===== src/rtl/rf_sched_pkg.sv =====
// Shared widths, default starvation bound and grant encoding for the
// register-file write scheduler.
package rf_sched_pkg;

  localparam int REG_AW           = 5;
  localparam int XLEN             = 32;
  localparam int NREGS            = 32;
  localparam int DEFAULT_MAX_WAIT = 4;

  typedef enum logic [1:0] {
    GNT_NONE = 2'd0,
    GNT_WB   = 2'd1,
    GNT_MDU  = 2'd2
  } gnt_e;

  // A write to x0 completes its handshake but never reaches the register file.
  function automatic logic writes_rf(input logic [REG_AW-1:0] rd);
    return rd != {REG_AW{1'b0}};
  endfunction

endpackage


===== src/rtl/rf_scoreboard.sv =====
// Per-register busy bits for outstanding MDU destinations, with the hazard
// and issue lookups decode needs. x0 can never become busy.
module rf_scoreboard
  import rf_sched_pkg::*;
(
  input  logic              clk,
  input  logic              rst_n,
  input  logic              set_en_i,
  input  logic [REG_AW-1:0] set_idx_i,
  input  logic              clr_en_i,
  input  logic [REG_AW-1:0] clr_idx_i,
  input  logic [REG_AW-1:0] rs1_i,
  input  logic [REG_AW-1:0] rs2_i,
  input  logic [REG_AW-1:0] iss_idx_i,
  output logic [NREGS-1:0]  busy_o,
  output logic              rs1_hazard_o,
  output logic              rs2_hazard_o,
  output logic              iss_free_o
);

  localparam logic [NREGS-1:0] ONE_HOT_0 = {{(NREGS-1){1'b0}}, 1'b1};

  logic [NREGS-1:0] busy_q;
  logic [NREGS-1:0] busy_d;
  logic [NREGS-1:0] set_mask_s;
  logic [NREGS-1:0] clr_mask_s;

  // Next busy vector: clear first, then set, so a same-edge set of the same
  // register wins; bit 0 is masked off unconditionally.
  always_comb begin
    set_mask_s = {NREGS{1'b0}};
    clr_mask_s = {NREGS{1'b0}};
    if (set_en_i) begin
      set_mask_s = ONE_HOT_0 << set_idx_i;
    end else begin
      set_mask_s = {NREGS{1'b0}};
    end
    if (clr_en_i) begin
      clr_mask_s = ONE_HOT_0 << clr_idx_i;
    end else begin
      clr_mask_s = {NREGS{1'b0}};
    end
    busy_d = ((busy_q & ~clr_mask_s) | set_mask_s) & ~ONE_HOT_0;
  end

  // Busy vector register with synchronous active-low reset.
  always_ff @(posedge clk) begin
    if (!rst_n) begin
      busy_q <= {NREGS{1'b0}};
    end else begin
      busy_q <= busy_d;
    end
  end

  assign busy_o       = busy_q;
  assign rs1_hazard_o = (rs1_i != {REG_AW{1'b0}}) & busy_q[rs1_i];
  assign rs2_hazard_o = (rs2_i != {REG_AW{1'b0}}) & busy_q[rs2_i];
  assign iss_free_o   = ~busy_q[iss_idx_i];

endmodule


===== src/rtl/rf_write_scheduler.sv =====
// Arbitrates the register-file write port between pipeline writeback and the
// MDU result path. Writeback normally has priority, but a writeback whose
// destination is still owed by the MDU must wait, and an MDU result refused
// MAX_WAIT cycles in a row is forced through for one grant.
module rf_write_scheduler
  import rf_sched_pkg::*;
#(
  parameter int unsigned MAX_WAIT = DEFAULT_MAX_WAIT
) (
  input  logic              clk,
  input  logic              rst_n,
  input  logic              wb_valid,
  input  logic [REG_AW-1:0] wb_rd,
  input  logic [XLEN-1:0]   wb_data,
  output logic              wb_ready,
  input  logic              mdu_valid,
  input  logic [REG_AW-1:0] mdu_rd,
  input  logic [XLEN-1:0]   mdu_data,
  output logic              mdu_ready,
  input  logic              iss_valid,
  input  logic [REG_AW-1:0] iss_rd,
  output logic              iss_ready,
  input  logic [REG_AW-1:0] rs1,
  input  logic [REG_AW-1:0] rs2,
  output logic              rs1_hazard,
  output logic              rs2_hazard,
  output logic [NREGS-1:0]  busy,
  output logic              rf_we,
  output logic [REG_AW-1:0] rf_rd,
  output logic [XLEN-1:0]   rf_wdata
);

  localparam logic [3:0] MAX_WAIT_C = 4'(MAX_WAIT);

  logic [NREGS-1:0]  busy_s;
  logic              iss_free_s;
  logic              iss_fire_s;
  logic              wb_elig_s;
  logic              force_s;
  gnt_e              gnt_s;
  logic [3:0]        wait_cnt_q;
  logic [3:0]        wait_cnt_d;
  logic              rf_we_q;
  logic              rf_we_d;
  logic [REG_AW-1:0] rf_rd_q;
  logic [REG_AW-1:0] rf_rd_d;
  logic [XLEN-1:0]   rf_wdata_q;
  logic [XLEN-1:0]   rf_wdata_d;

  rf_scoreboard u_scoreboard (
    .clk          (clk),
    .rst_n        (rst_n),
    .set_en_i     (iss_fire_s),
    .set_idx_i    (iss_rd),
    .clr_en_i     (mdu_ready),
    .clr_idx_i    (mdu_rd),
    .rs1_i        (rs1),
    .rs2_i        (rs2),
    .iss_idx_i    (iss_rd),
    .busy_o       (busy_s),
    .rs1_hazard_o (rs1_hazard),
    .rs2_hazard_o (rs2_hazard),
    .iss_free_o   (iss_free_s)
  );

  // A busy destination means an older MDU result is still owed to it.
  assign wb_elig_s  = wb_valid & ~busy_s[wb_rd];
  assign force_s    = (wait_cnt_q == MAX_WAIT_C);
  assign iss_ready  = rst_n & iss_free_s;
  assign iss_fire_s = iss_valid & iss_ready;

  // Grant selection: MDU when writeback cannot use the port or the MDU has
  // starved long enough; nothing is granted while reset is held.
  always_comb begin
    gnt_s = GNT_NONE;
    if (!rst_n) begin
      gnt_s = GNT_NONE;
    end else if (mdu_valid && (!wb_elig_s || force_s)) begin
      gnt_s = GNT_MDU;
    end else if (wb_elig_s) begin
      gnt_s = GNT_WB;
    end else begin
      gnt_s = GNT_NONE;
    end
  end

  assign wb_ready  = (gnt_s == GNT_WB);
  assign mdu_ready = (gnt_s == GNT_MDU);

  // Consecutive-refusal counter for a pending MDU result, saturating at the bound.
  always_comb begin
    wait_cnt_d = wait_cnt_q;
    if (!mdu_valid || (gnt_s == GNT_MDU)) begin
      wait_cnt_d = 4'd0;
    end else if (wait_cnt_q != MAX_WAIT_C) begin
      wait_cnt_d = wait_cnt_q + 4'd1;
    end else begin
      wait_cnt_d = wait_cnt_q;
    end
  end

  // Next write-port contents: load the winner, otherwise drop we and hold the rest.
  always_comb begin
    rf_we_d    = 1'b0;
    rf_rd_d    = rf_rd_q;
    rf_wdata_d = rf_wdata_q;
    case (gnt_s)
      GNT_WB: begin
        rf_we_d    = writes_rf(wb_rd);
        rf_rd_d    = wb_rd;
        rf_wdata_d = wb_data;
      end
      GNT_MDU: begin
        rf_we_d    = writes_rf(mdu_rd);
        rf_rd_d    = mdu_rd;
        rf_wdata_d = mdu_data;
      end
      default: begin
        rf_we_d    = 1'b0;
        rf_rd_d    = rf_rd_q;
        rf_wdata_d = rf_wdata_q;
      end
    endcase
  end

  // Wait counter and registered write port, synchronous active-low reset.
  always_ff @(posedge clk) begin
    if (!rst_n) begin
      wait_cnt_q <= 4'd0;
      rf_we_q    <= 1'b0;
      rf_rd_q    <= {REG_AW{1'b0}};
      rf_wdata_q <= {XLEN{1'b0}};
    end else begin
      wait_cnt_q <= wait_cnt_d;
      rf_we_q    <= rf_we_d;
      rf_rd_q    <= rf_rd_d;
      rf_wdata_q <= rf_wdata_d;
    end
  end

  assign busy     = busy_s;
  assign rf_we    = rf_we_q;
  assign rf_rd    = rf_rd_q;
  assign rf_wdata = rf_wdata_q;

endmodule


===== config.mk =====
export PLATFORM = sky130hd
export DESIGN_NAME = rf_write_scheduler
export DESIGN_NICKNAME = d
export VERILOG_FILES = /design/src/rtl/rf_sched_pkg.sv /design/src/rtl/rf_scoreboard.sv /design/src/rtl/rf_write_scheduler.sv
export SDC_FILE = /design/constraint.sdc
export NUM_CORES = 1
export LEC_CHECK = 0
export BUFFER_PORTS_ARGS = -buffer_cell sky130_fd_sc_hd__buf_2
export CORE_ASPECT_RATIO = 0.75
export CORE_MARGIN = 2
export CORE_UTILIZATION = 30
export CTS_CLUSTER_DIAMETER = 200
export DETAILED_ROUTE_END_ITERATION = 12
export GPL_ROUTABILITY_DRIVEN = 0
export PLACE_DENSITY = 0.56
export SLEW_MARGIN = 10
export SYNTH_ARGS = -nofsm -noshare
export SYNTH_HDL_FRONTEND = slang
export SYNTH_SLANG_ARGS = --single-unit

===== constraint.sdc =====
create_clock -name clk -period 4.45 [get_ports clk]
set_input_delay 0.89 -clock clk [delete_from_list [all_inputs] [get_ports clk]]
set_output_delay 0.89 -clock clk [all_outputs]
set_load 0.05 [all_outputs]

Word-level counts from Yosys, hierarchy flattened
Cells that the tools add are included.
W data, S select, Z words.
- output and inout port bits: 75
- input port bits: 94
- logic and storage cells: 55
- register bits: 74
- $lt $le $gt $ge: 4
- equal/unequal tests: 4
- shift operators: 2
- bitwise gates (word level): 11
- reduce and logical (&&, ||, !) cells: 11
- $add $sub $neg: 1
- mux-type cells: 16
- operators by type and width (cell ; number):
    $mux W32 ; 2
    $pmux W32 S2 ; 1
    $shl A1 B5 Y32 const A ; 2
    $and A32 B32 Y32 ; 1
    $not A32 Y32 ; 1
    $or A32 B32 Y32 ; 1
    $lt A5 B6 Y1 const B ; 4
    $bmux W1 S5 ; 4
    $reduce_bool A5 Y1 ; 4
    $pmux W5 S2 ; 1
    $and A1 B1 Y1 ; 5
    $mux W1 ; 5
    $add A4 B1 Y4 const B ; 1
    $eq A4 B3 Y1 const B ; 1
    $mux W2 ; 2
    $ne A4 B3 Y1 const B ; 1
    $not A1 Y1 ; 3
    $eq A2 B1 Y1 const B ; 1
    $eq A2 B2 Y1 const B ; 1
    $logic_not A1 Y1 ; 2
    $logic_or A1 B1 Y1 ; 2
    $pmux W1 S2 ; 1
    $reduce_bool A2 Y1 ; 1
    $reduce_or A2 Y1 ; 1
    $logic_and A1 B1 Y1 ; 1

Depth between registers and ports, before layout
- depth after elaboration: 14
- depth in mapped cells: 14
- gate-level depth less buffers: 11

Modules after synthesis
From an unflattened synthesis, not the netlist that was laid out.
- cell total of the unflattened synthesis: 516
- area total of the unflattened synthesis: 4605.7 um^2
- modules (own cells, without submodules) (module ; area an instance (um^2) ; sequential area each (um^2) ; cells an instance ; instances):
    rf_write_scheduler ; 2382.3 ; 840.8 ; 281 ; 1
    rf_scoreboard ; 2223.4 ; 620.6 ; 235 ; 1

Worst setup path before layout
OpenSTA, ideal clock, no wires.
- path kind: in2reg
- start point: input wb_rd[0]
- end point: register rf_wdata_q[4], in the netlist rf_wdata[4]
- stages on the path: 14
- path slack: 444 ps
- path buffers: 4
- setup time: 128 ps
- data required time: 4322 ps
- arrival: 3879 ps
- cell sequence: buf_2 clkbuf_1 mux2_2 o22ai_1 nor4b_1 a211oi_1 a21oi_1 ha_1 clkbuf_1 buf_1 mux2i_1 nor2_1 a21oi_1 nor2_1
- longest elaborated chain between the ends: 11
- elaborated cells between the ends (all ways): 14
- classes of those cells: eq/ne (2); mux (6); bitwise (2); reduce/logical (4)
- RTL lines (element ; RTL line ; source):
    start, declared ; rf_write_scheduler.sv:13 ; input logic [REG_AW-1:0] wb_rd,
    $bmux W1 S5 * ; rf_write_scheduler.sv:67 ; assign wb_elig_s = wb_valid & ~busy_s[wb_rd];
    $mux W1 (not written as such) * ; rf_write_scheduler.sv:67 ;
    $not A1 Y1 * ; rf_write_scheduler.sv:67 ;
    $and A1 B1 Y1 * ; rf_write_scheduler.sv:67 ;
    $logic_not A1 Y1 ; rf_write_scheduler.sv:78 ; end else if (mdu_valid && (!wb_elig_s || force_s)) begin
    $logic_or A1 B1 Y1 ; rf_write_scheduler.sv:78 ;
    $logic_and A1 B1 Y1 ; rf_write_scheduler.sv:78 ;
    $mux W2 * ; rf_write_scheduler.sv:78 ;
    $mux W2 * ; rf_write_scheduler.sv:76 ; if (!rst_n) begin
    $eq A2 B2 Y1 * ; n/a ;
    net mdu_ready ; rf_write_scheduler.sv:19 ; output logic mdu_ready,
    $pmux W32 S2 or $reduce_bool A2 Y1 (tied branches) ; n/a ;
    end signal, assigned ; rf_write_scheduler.sv:132 ; rf_wdata_q <= {XLEN{1'b0}};
    end signal, assigned ; rf_write_scheduler.sv:137 ; rf_wdata_q <= rf_wdata_d;
    end, declared ; rf_write_scheduler.sv:47 ; logic [XLEN-1:0] rf_wdata_q;
Mark *: on every way through the listed nets, which the timed path passes. The rest lies on a longest branch. The select of a mux whose other input is x is not followed.
A chain may end at the register's enable or synchronous reset.

Final worst setup path
- start point: input wb_rd[0]
- end point: output wb_ready
- longest elaborated chain between the ends: 10
- elaborated cells between the ends (all ways): 11
- classes of those cells: eq/ne (1); mux (5); bitwise (2); reduce/logical (3)
- RTL lines (element ; RTL line ; source):
    $bmux W1 S5 * ; rf_write_scheduler.sv:67 ;
    $mux W1 (not written as such) * ; rf_write_scheduler.sv:67 ;
    $not A1 Y1 * ; rf_write_scheduler.sv:67 ;
    $and A1 B1 Y1 * ; rf_write_scheduler.sv:67 ;
    $logic_not A1 Y1 ; rf_write_scheduler.sv:78 ;
    $logic_or A1 B1 Y1 ; rf_write_scheduler.sv:78 ;
    $logic_and A1 B1 Y1 ; rf_write_scheduler.sv:78 ;
    $mux W2 * ; rf_write_scheduler.sv:78 ;
    $mux W2 * ; rf_write_scheduler.sv:76 ;
    $eq A2 B1 Y1 * ; rf_write_scheduler.sv:87 ; assign wb_ready = (gnt_s == GNT_WB);
    end, declared ; rf_write_scheduler.sv:15 ; output logic wb_ready,
Mark *: on every way between the ends. The rest lies on a longest branch, timed or not. The select of a mux whose other input is x is not followed.

==> flow_summary.json <==
{
  "status": "finished clean",
  "grt_first_pass_wirelength_mm": 23.77,
  "synth_common_cells": "nor2_1 (84), dfxtp_1 (73), a21oi_1 (57)",
  "root_buffer": "clkbuf_16",
  "intPower_w": 0.001261,
  "powerDensity_mw_per_mm2": 328.7,
  "crit_top_cell": "buf_2",
  "grt_overflow_total": 0,
  "clkSinkCount": 73,
  "r2r_cells": 12,
  "power.leakage_nw": 2.405,
  "finalPower_w": 0.001877,
  "synth_top_flop_cell": "dfxtp_1",
  "cts_buffers": 9,
  "path_clk_slew_ns": 0.06,
  "yosysMostFrequentCell": "nor2_1",
  "post-route-min-period_ns": 4.223,
  "wire_per_inst_microns": 18.31,
  "startpoint_type": "input port",
  "timing.fmax_mhz": 236.8,
  "portBuffers": 167,
  "ys_warn_count": 0,
  "clock_latency_ns": 0.34,
  "critPathLaunch": "wb_rd[0]",
  "setup_viol": 0,
  "whs_ns": 0.4845,
  "core-area_sq_mm": 0.01445,
  "irDropWorstVdd_uv": 172.0,
  "critPathKind": "input port to primary output",
  "final_hold_viol_count": 0,
  "grt_max_degree": 54,
  "p_clk_share_pct": 39.5,
  "relSlewSlack_pct": 28.71,
  "ioPinCount": 169,
  "antenna_found_initial": 2,
  "hpwl_mm": 11.57,
  "viasPerCell": 5.443,
  "avgSynthCellArea_sq_um": 8.891,
  "grt_pass1_vias": 4357,
  "setup-tns-final_ns": 0,
  "synth_area_leaders": "dfxtp_1 (33%), mux4_2 (13%), mux2i_1 (9.0%)",
  "post_cts_resized": 0,
  "drt_iter0_markers": 406,
  "row_count": 38,
  "crit_chain": "buf_2 > mux2_2 > a2111oi_0 > o31ai_1 > a211oi_1 > buf_4 > and3_1 > ha_2 > buf_2",
  "worst-slew-pin-transition_ns": 1.054,
  "hold_path_class": "register to register",
  "switchingPower_w": 0.0006164,
  "start_util_pct": 30.70,
  "cp-end-kind": "primary output",
  "clockBufferDepth": 2,
  "cap_violations": 0,
  "slowest_delay_ns": 0.42,
  "fp.dieW_microns": 144.4,
  "dieArea_sq_mm": 0.01579,
  "slowest_stage": "a2111oi_0",
  "post_cts_buffers": 0,
  "die_y_microns": 109.3,
  "r2r_start": "u_scoreboard.busy_o[18]",
  "reg2reg_slack_ns": 0.87,
  "wl_mm": 15.49,
  "critPathCapture": "wb_ready",
  "cp_max_fo": 16,
  "dr.pass1.iters": 5,
  "drc_errors": 0,
  "rsz0062_at_grt": "no",
  "synthCells": 499,
  "dp_cells": 830,
  "power_switching_share_pct": 32.84,
  "synth_edf_count": 0,
  "setup_ws_ns": 0.2266,
  "seq_power_share_pct": 37.8,
  "path_delay_family": "compound AO/OA/AOI/OAI gates",
  "cp_num_buf_inv": 3,
  "critPathRequiredTime_ns": 3.56,
  "synth_area_sq_mm": 0.004437,
  "ys_seq_elements": 73,
  "seq_area_frac_synth_pct": 32.94,
  "slew_violations": 0,
  "nNetsFinal": 739,
  "drive_gt1_share_pct": 36.22,
  "cts_hold_buf": 0,
  "syn-num-nets": 597,
  "yosys.cell_types.count": 47,
  "timing.rr.end": "u_scoreboard.busy_o[6]",
  "instances_no_fill": 846,
  "cts_max_level": 3,
  "cp.depth": 9,
  "ant_nets": 0,
  "synthArstFlopShare_pct": 0,
  "dp_slack_ns": 0.2339,
  "syn2layout_area_growth_pct": 28.68,
  "grtUsageTotal_pct": 19.83,
  "cts_tree": "yes",
  "diodes": 0,
  "worstPathArrival_ns": 3.33,
  "yosys.area.top_type": "dfxtp_1",
  "post-synth-top-area-fraction_pct": 32.94,
  "fin_crit_sh_pct": 94.91,
  "vias": 4605,
  "pwr-share-comb_pct": 22.7,
  "fin_worst_skew_ns": 0.009572
}
[layer usage]
| metal | global-route usage [%] | vias to the layer above | part of all wire (%) |
|---|---|---|---|
| li1 | - | 2112 | - |
| met1 | 26.71 | 2213 | 44 |
| met2 | 30.57 | 252 | 43 |
| met3 | 6.664 | 26 | 11 |
| met4 | 5.409 | 2 | 1.9 |
| met5 | 0 | - | 0.077 |
[through the flow]
| stage | instance area, sq um | util, % |
|---|---|---|
| global placement | 5408 | 37.41 |
| global route | 5709 | 39.50 |
| detailed placement | 5408 | 37.41 |
| floorplan | 4437 | - |
| CTS | 5709 | 39.50 |
| finish | 5709 | 39.50 |
[layout by cell type, fill, tap and decap left out, drive strengths merged, types with 2 or more instances in the layout]
cell	instances
mux2	13
nand2b	3
nor3	6
o21ai	19
nor4b	2
mux4	30
inv	8
mux2i	40
nor2	84
buf	172
nand3	14
ha	4
a2111oi	3
xnor2	2
nor3b	2
nand4	7
and2	3
clkbuf	9
nand2	45
or2	3
clkinvlp	2
o211ai	4
o31ai	3
nor2b	7
dfxtp	73
a21oi	57
a32o	11
a211oi	4
clkinv	2
[area by class of cell]
cell class	instances	area, sq um
clock buffer	9	225.2
clock inverter	7	76.32
fill	1490	8745
inverter	6	22.52
multi-input combinational	379	2788
sequential	73	1461
tap	200	250.2
timing repair buffer	172	885.9
[worst reg2reg max path, stage by stage (launching register included)]
cell and delay, ns:
dfxtp_1 0.53, mux4_2 0.30, nor2_1 0.04, nor4b_1 0.30
a211oi_1 0.13, buf_4 0.17, a21oi_1 0.16, ha_2 0.20
buf_4 0.55, nor2b_1 0.52, and2_1 0.22, nand3_1 0.08
a32o_1 0.26
[state kept, by name (all words and copies together), names as in the netlist]
| signal | flops |
|---|---|
| rf_wdata | 32 |
| rf_rd | 5 |
| wait_cnt_q | 4 |
| u_scoreboard.busy_o | 31 |
| rf_we | 1 |
[kinds of logic after synthesis]
family / share of synthesized area [%]
DFF: 32.94
adders and majority gates: 1.128
and+or+nand+nor: 17.96
other: 0.08452
AOI/OAI and AO/OA: 14.98
xor gates and xnor gates: 0.5923
muxes: 27.97
buffers and inverters: 4.343
[power by group through the flow]
stage	sequential [W]	combinational, W	clock (W)
finish	0.000709	0.000426	0.000742
global route	0.000713	0.000460	0.000791
detailed placement	0.000722	0.000426	0
global placement	0.000721	0.000420	0
CTS	0.000708	0.000427	0.000763
floorplan	0.000831	0.000192	0
[worst min path at each step]
stage                    endpoint  slack (ns)  cells past startpoint          start
CTS                  rf_wdata[10]        0.49                      2   rf_wdata[10]
global route             rf_rd[4]        0.51                      2       rf_rd[4]
finish               rf_wdata[10]        0.48                      2   rf_wdata[10]
floorplan           wait_cnt_q[1]        0.46                      2  wait_cnt_q[1]
detailed placement    rf_wdata[6]        0.48                      2    rf_wdata[6]
global placement     rf_wdata[12]        0.47                      2   rf_wdata[12]
No activity file was read; power rests on OpenSTA's default activity.
